===== src/rtl/slide_pot_sequencer.sv =====
// Round-robin reader of six ADC128S slide-pot channels using the two-frame
// protocol; holds the last good conversion per channel and strobes per sweep.
module slide_pot_sequencer #(
    parameter logic [15:0] SWEEP_GAP = 16'd2048,
    parameter logic [15:0] TIMEOUT   = 16'd1024,
    parameter logic [2:0]  CH_LP     = 3'd1,
    parameter logic [2:0]  CH_B1     = 3'd0,
    parameter logic [2:0]  CH_B2     = 3'd4,
    parameter logic [2:0]  CH_B3     = 3'd2,
    parameter logic [2:0]  CH_HP     = 3'd3,
    parameter logic [2:0]  CH_VOL    = 3'd7
) (
    input  logic        clk,
    input  logic        rst,
    input  logic        en,
    output logic        spi_wrt,
    output logic [15:0] spi_cmd,
    input  logic        spi_done,
    input  logic [15:0] spi_rd,
    output logic [11:0] POT_LP,
    output logic [11:0] POT_B1,
    output logic [11:0] POT_B2,
    output logic [11:0] POT_B3,
    output logic [11:0] POT_HP,
    output logic [11:0] VOLUME,
    output logic        sweep_done,
    output logic        timeout_err
);

    typedef enum logic [2:0] {
        S_IDLE,
        S_SEL,
        S_WAIT_SEL,
        S_RD,
        S_WAIT_RD,
        S_NEXT
    } state_t;

    localparam logic [2:0] LAST_IDX = 3'd5;

    state_t      r_state;
    state_t      w_next;
    logic [2:0]  r_idx;
    logic [2:0]  w_idx_next;
    logic [2:0]  w_chan;
    logic [15:0] r_gap;
    logic [15:0] r_wait_cnt;
    logic        w_in_wait;
    logic        w_wait_hit;
    logic        r_wrt;
    logic [15:0] r_cmd;
    logic        r_sweep_done;
    logic        r_terr;
    logic [11:0] r_pot [0:5];

    assign w_in_wait  = (r_state == S_WAIT_SEL) || (r_state == S_WAIT_RD);
    // Widened compare so the wait gives up on the TIMEOUT-th cycle in the state.
    assign w_wait_hit = ({1'b0, r_wait_cnt} + 17'd1) >= {1'b0, TIMEOUT};

    always_comb begin
        w_idx_next = r_idx;
        if (r_state == S_NEXT) begin
            w_idx_next = (r_idx == LAST_IDX) ? 3'd0 : r_idx + 3'd1;
        end
    end

    always_comb begin
        w_chan = CH_LP;
        unique case (w_idx_next)
            3'd0:    w_chan = CH_LP;
            3'd1:    w_chan = CH_B1;
            3'd2:    w_chan = CH_B2;
            3'd3:    w_chan = CH_B3;
            3'd4:    w_chan = CH_HP;
            3'd5:    w_chan = CH_VOL;
            default: w_chan = CH_LP;
        endcase
    end

    always_comb begin
        w_next = r_state;
        unique case (r_state)
            S_IDLE:     if (en && (r_gap == '0)) w_next = S_SEL;
            S_SEL:      w_next = S_WAIT_SEL;
            S_WAIT_SEL: begin
                if (spi_done)        w_next = S_RD;
                else if (w_wait_hit) w_next = S_NEXT;
            end
            S_RD:       w_next = S_WAIT_RD;
            S_WAIT_RD:  if (spi_done || w_wait_hit) w_next = S_NEXT;
            S_NEXT:     w_next = (r_idx == LAST_IDX) ? S_IDLE : S_SEL;
            default:    w_next = S_IDLE;
        endcase
    end

    always_ff @(posedge clk) begin
        if (rst) begin
            r_state      <= S_IDLE;
            r_idx        <= '0;
            r_gap        <= '0;
            r_wait_cnt   <= '0;
            r_wrt        <= 1'b0;
            r_cmd        <= '0;
            r_sweep_done <= 1'b0;
            r_terr       <= 1'b0;
            for (int unsigned i = 0; i < 6; i++) begin
                r_pot[i] <= '0;
            end
        end else begin
            r_state      <= w_next;
            r_idx        <= w_idx_next;
            r_wrt        <= (w_next == S_SEL) || (w_next == S_RD);
            r_sweep_done <= (r_state == S_NEXT) && (r_idx == LAST_IDX);

            if (w_next == S_SEL) begin
                r_cmd <= {2'b00, w_chan, 11'h000};
            end

            if ((r_state == S_NEXT) && (r_idx == LAST_IDX)) begin
                r_gap <= SWEEP_GAP;
            end else if ((r_state == S_IDLE) && (r_gap != '0)) begin
                r_gap <= r_gap - 16'd1;
            end

            if ((r_state == S_SEL) || (r_state == S_RD)) begin
                r_wait_cnt <= '0;
            end else if (w_in_wait) begin
                r_wait_cnt <= r_wait_cnt + 16'd1;
            end

            if (w_in_wait && !spi_done && w_wait_hit) begin
                r_terr <= 1'b1;
            end

            // Frame 1 data belongs to the previously selected channel; only frame 2 is kept.
            if ((r_state == S_WAIT_RD) && spi_done) begin
                r_pot[r_idx] <= spi_rd[11:0];
            end
        end
    end

    assign spi_wrt     = r_wrt;
    assign spi_cmd     = r_cmd;
    assign sweep_done  = r_sweep_done;
    assign timeout_err = r_terr;
    assign POT_LP      = r_pot[0];
    assign POT_B1      = r_pot[1];
    assign POT_B2      = r_pot[2];
    assign POT_B3      = r_pot[3];
    assign POT_HP      = r_pot[4];
    assign VOLUME      = r_pot[5];

endmodule


===== config.mk =====
export PLATFORM = sky130hd
export DESIGN_NAME = slide_pot_sequencer
export DESIGN_NICKNAME = d
export VERILOG_FILES = /design/src/rtl/slide_pot_sequencer.sv
export SDC_FILE = /design/constraint.sdc
export NUM_CORES = 1
export LEC_CHECK = 0
export BUFFER_PORTS_ARGS = -buffer_cell sky130_fd_sc_hd__buf_2
export CAP_MARGIN = 20
export CELL_PAD_IN_SITES_DETAIL_PLACEMENT = 0
export CELL_PAD_IN_SITES_GLOBAL_PLACEMENT = 2
export CORE_UTILIZATION = 35
export DETAILED_ROUTE_END_ITERATION = 8
export PLACE_DENSITY_LB_ADDON = 0.1
export SYNTH_ARGS = -nofsm -noshare
export SYNTH_HDL_FRONTEND = slang
export SYNTH_SLANG_ARGS = --single-unit
export TNS_END_PERCENT = 100

===== constraint.sdc =====
create_clock -name clk -period 2.69 [get_ports clk]
set_input_delay 0.269 -clock clk [delete_from_list [all_inputs] [get_ports clk]]
set_output_delay 0.269 -clock clk [all_outputs]
set_load 0.01 [all_outputs]

* Word level (Yosys, flattened, before mapping)
Memory sizes are Yosys's and may differ from the RTL's. Index checks and enable logic that the tools add are counted.
Word-level totals: latch bits 0, memories 1, logic and storage cells 65, input bits 20, bits in registers 44, ROM bits 0, output and inout port bits 91, memory bits (writable) 72
Memory list:
- r_pot | depth 6, bits a word 12, read ports 6, clocked after memory_dff 0, write ports 6, RTL line 54 | logic [11:0] r_pot [0:5];
Cells by class: div/mod/pow operators 0, eq/ne operators 13, bitwise logic cells 0, $add $sub $neg 4, shift-type cells 0, $lt $le $gt $ge 1, $mul 0, reductions and logical operators 18, mux-type cells 19
Operator list (count):
- 12-bit 2-to-1 mux | 3
- 3-bit 2-to-1 mux | 7
- 3-bit one-hot mux with 6 select lines | 1
- 16-bit by 1-bit adder with 17-bit output (second input constant) | 1
- 17-bit by 11-bit >= comparator with 1-bit output (second input constant) | 1
- 16-bit by 1-bit adder with 16-bit output (second input constant) | 1
- 16-bit zero test | 1
- 16-bit nonzero test | 1
- 16-bit by 1-bit subtractor with 16-bit output (second input constant) | 1
- 3-bit by 2-bit == test with 1-bit output (second input constant) | 5
- 3-bit == test (second input constant) | 5
- 3-bit one-hot mux with 5 select lines | 1
- 12-bit OR reduction | 1
- 3-bit by 1-bit == test with 1-bit output (second input constant) | 3
- 1-bit 2-to-1 mux | 7
- 1-bit logical AND | 6
- 1-bit logical OR | 4
- 2-bit OR reduction | 2
- 3-bit by 1-bit adder with 3-bit output (second input constant) | 1
- 3-bit zero test | 1
- 2-bit nonzero test | 1
- 1-bit zero test | 1

* Logic depth before layout (Yosys ltp)
word-level depth 7, gate-level depth with buffers 7, mapped depth without buffers 7

* Worst setup path before layout
Ideal clock, no wire load.
path kind register -> register, from reg r_gap[2], to reg r_gap[11], buffers on the path 0, stages on the path, launching flop included 7, required time 2558 ps, path slack 518 ps, library setup time 132 ps, arrival time 2039 ps, clock period less this slack 2172 ps, cell sequence dfxtp_1 -> or4_4 -> or3_1 -> a2111o_1 -> nor3_2 -> xnor2_1 -> a21oi_1
On the way: longest elaborated chain between the ends 3, elaborated cells on any way between the ends 6, classes of those cells add/sub: 1; mux: 2; reduce/logical: 3
RTL lines:
- start: declaration | RTL line 46 | logic [15:0] r_gap;
- start signal: assignment | RTL line 122 | r_gap <= r_gap - 16'd1;
- 16-bit by 1-bit subtractor with 16-bit output / 16-bit nonzero test (equally long branches) | RTL line 122, 121
- 12-bit 2-to-1 mux / 1-bit logical AND (equally long branches) | RTL line 121 | end else if ((r_state == S_IDLE) && (r_gap != '0)) begin
- 12-bit 2-to-1 mux / 2-bit nonzero test (equally long branches)
Parallel ways exist; a longest one is shown, timed or not. The select of a mux whose other input is x is not followed. A chain may end at the register's enable or synchronous reset.

* Worst setup path after layout
from reg r_wait_cnt[0], to reg r_state[1]
On the way: longest elaborated chain between the ends 5, elaborated cells on any way between the ends 7, classes of those cells add/sub: 1; order compare: 1; mux: 4; reduce/logical: 1
RTL lines:
- start: declaration | RTL line 47 | logic [15:0] r_wait_cnt;
- start signal: assignment | RTL line 128 | r_wait_cnt <= r_wait_cnt + 16'd1;
- 16-bit by 1-bit adder with 17-bit output * | RTL line 58 | assign w_wait_hit = ({1'b0, r_wait_cnt} + 17'd1) >= {1'b0, TIMEOUT};
- 17-bit by 11-bit >= comparator with 1-bit output * | RTL line 58
- 3-bit 2-to-1 mux / 1-bit logical OR (equally long branches) | RTL line 87, 90
- 3-bit 2-to-1 mux, on equally long branches | RTL line 86, 90
- 3-bit one-hot mux with 6 select lines * | RTL line 82 | unique case (r_state)
- end signal: assignment | RTL line 110 | r_state <= w_next;
- end: declaration | RTL line 41 | state_t r_state;
Every way passes the cells marked *; elsewhere a longest branch is shown, timed or not.

==> impl_metrics.ini <==
[logic_synthesis]
synth_cells = 435
avgSynthCellArea_sq_um = 11.4
synth-edff-count = 72
netlist_top_cells_area = edfxtp_1 44%, dfxtp_1 18%, and2_1 7.8%
synthFlopType = edfxtp_1
synth_seq_cells = 116
synth_cell_type_count = 42
synthesis.area_sq_um = 4960
synth_top_cell_by_area = edfxtp_1
async_flop_share = 0
seq_area_frac_synth = 0.614
yosys_warnings = 0
synth_top_area_share = 0.436

[routing]
wl_per_cell_um = 14.5
first_iter_violations = 168
detail-route-antenna-nets = 0
wl_um = 10500
viasPerCell = 4.71
drc = 0
drt_pre_antenna_iters = 5
num_vias = 3413

[timing]
setup_viol = 0
worst_pin_slew_ns = 0.612
worst_slack_ns = 0.359
fin_tns_setup_ns = 0
clock_skew_ns = 0.00428
relSlewSlack = 0.590
post-route-period-util = 0.866
rsz0062_at_grt = false
slew_violations = 0
max_freq_mhz = 429
hold_violations = 0
period_needed_ns = 2.33

[worst_setup_path]
rrSetupSlack_ns = 0.36
required_ns = 3.01
cp-end-kind = flip-flop
rr_worst_depth = 7
critical_path_class = reg2reg
critPathArrivalTime_ns = 2.65
start_kind = flip-flop
crit_fanout = 5

[pwr]
power_frac_clock = 0.442
switchingPower_mw = 1.50
p_per_area_nw_per_um2 = 901
seqPwrFrac = 0.390
power.leakage_nw = 2.57
sw_frac_of_total = 0.267
vdd.ir_drop.worst_mv = 0.571
power.share.combinational = 0.169
internal-power_mw = 4.11

[global_route]
grt_max_degree = 18
grtUsageTotal = 0.154
grt_antenna_before_repair = 1
grt_overflow = 0
grt_pass1_wl_um = 16700
grt_pass1_vias = 3216

[clock_network]
cts_max_level = 4
clk_pin_slew_worst_paths_ns = 0.06
cts_tree = yes
cts_setup_buffers = 0
ctsResizeCount = 0
postCtsHoldBufs = 0
clock_latency_ns = 0.41
cts_inserted_buffers = 17
cts_buffer_depth = 2
cts_root_buffer = clkbuf_16
clkSinkCount = 116

[flow_run]
maxCapViolCount = 0

[place]
place_congestion = 0.683
hpwl_um = 7390
portBuffers = 93
dp_slack_ns = 0.380

[worst_hold_path]
min_delay_path_depth = 3
min_path_type = in2reg

[final_layout]
final_cell_mix = 93 x buf_2, 72 x edfxtp_1, 62 x and2_1, 50 x nor2_1, 44 x dfxtp_1
drive_gt1_frac = 0.261
utilization = 0.450
final_common_cell = buf_2
area_delta_synth_final_pct = 25.4
diodes = 0
layout.nets = 555

[status]
status = finished, final reports clean

[floorplanning]
chipHeight_um = 121
die_area_sq_um = 14600
ios = 111
fp.dieW_um = 121
core_area_sq_um = 13800
row_count = 43
initial_core_util = 0.359
-- power groups by stage --
stage | registers (mW) | clock network (mW) | logic [mW]
after global routing | 2.21 | 2.62 | 1.08
after global placement | 2.22 | 0 | 0.951
after floorplan | 2.21 | 0 | 0.734
after CTS | 2.19 | 2.53 | 0.966
after detailed placement | 2.22 | 0 | 0.958
final | 2.19 | 2.48 | 0.945
-- cell usage after synthesis (10+ instances only) --
cell	n
a21oi_1	14
dfxtp_1	44
edfxtp_1	72
and2_1	62
buf_4	13
xor2_1	14
nand2_1	19
clkbuf_1	18
or3_1	10
xnor2_1	14
and3_1	14
nor2_1	50
-- path summary, 6_finish.rpt --
check,start,endpoint
hold reg to reg,r_gap[6]$_SDFFE_PP0P_,r_gap[6]$_SDFFE_PP0P_
setup reg to reg,r_wait_cnt[0]$_SDFFE_PP0N_,r_state[1]$_SDFF_PP0_
hold / removal,spi_done,r_state[2]$_SDFF_PP0_
setup / recovery,r_wait_cnt[0]$_SDFFE_PP0N_,r_state[1]$_SDFF_PP0_
-- metrics by stage --
stage | hold WS (ns) | total power, mW | instances | instance area [sq um]
2_1_floorplan | 0.451 | 2.95 | 447 | 5000
3_3_place_gp | 0.480 | 3.17 | 693 | 5570
3_5_place_dp | 0.481 | 3.18 | 693 | 5570
4_1_cts | 0.173 | 5.68 | 725 | 6220
5_1_grt | 0.220 | 5.91 | 725 | 6220
6_report | 0.196 | 5.61 | 725 | 6220
-- worst max-delay path: stages, from the launching register on --
cell      delay (ns)
dfxtp_1         0.41
ha_1            0.20
nand4_1         0.15
nor4b_1         0.42
mux2i_1         0.13
a211oi_1        0.50
o21ai_0         0.16
a211oi_1        0.26
-- area by class of cell --
class | instances | area, sq um
fillers | 1334 | 7610
repair buffers | 97 | 495
well taps | 180 | 225
flip-flops and latches | 116 | 3040
multi-input cells | 295 | 1780
inverters | 5 | 18.8
clock buffers | 17 | 425
clock inverters | 15 | 229
-- layer usage --
metal,vias to the layer above,GRT usage,wire (um)
met4,0,0.0648,151
met1,1616,0.192,4700
li1,1690,-,-
met3,12,0.0545,701
met2,95,0.241,4960
met5,-,0,0
-- flip-flops by register name, summed over array words and instances, names as in the netlist --
register and count:
r_idx 3, spi_wrt 1, spi_cmd 3, r_pot 72
r_state 3, r_wait_cnt 16, r_gap 16, sweep_done 1
timeout_err 1
-- kinds of logic (layout without fill, tap and decap cells) --
kind of cell / Yosys count / count (layout) / share of synthesized area
xor gates and xnor gates: 28 / 28 / 0.0495
muxes: 4 / 4 / 0.00808
adders and majority gates: 3 / 3 / 0.00757
buffers and inverters: 36 / 134 / 0.0371
AOI/OAI and AO/OA: 37 / 37 / 0.0454
and+or+nand+nor: 210 / 210 / 0.238
other: 1 / 13 / 0.000756
DFF: 116 / 116 / 0.614
No activity file was read; power rests on OpenSTA's default activity.
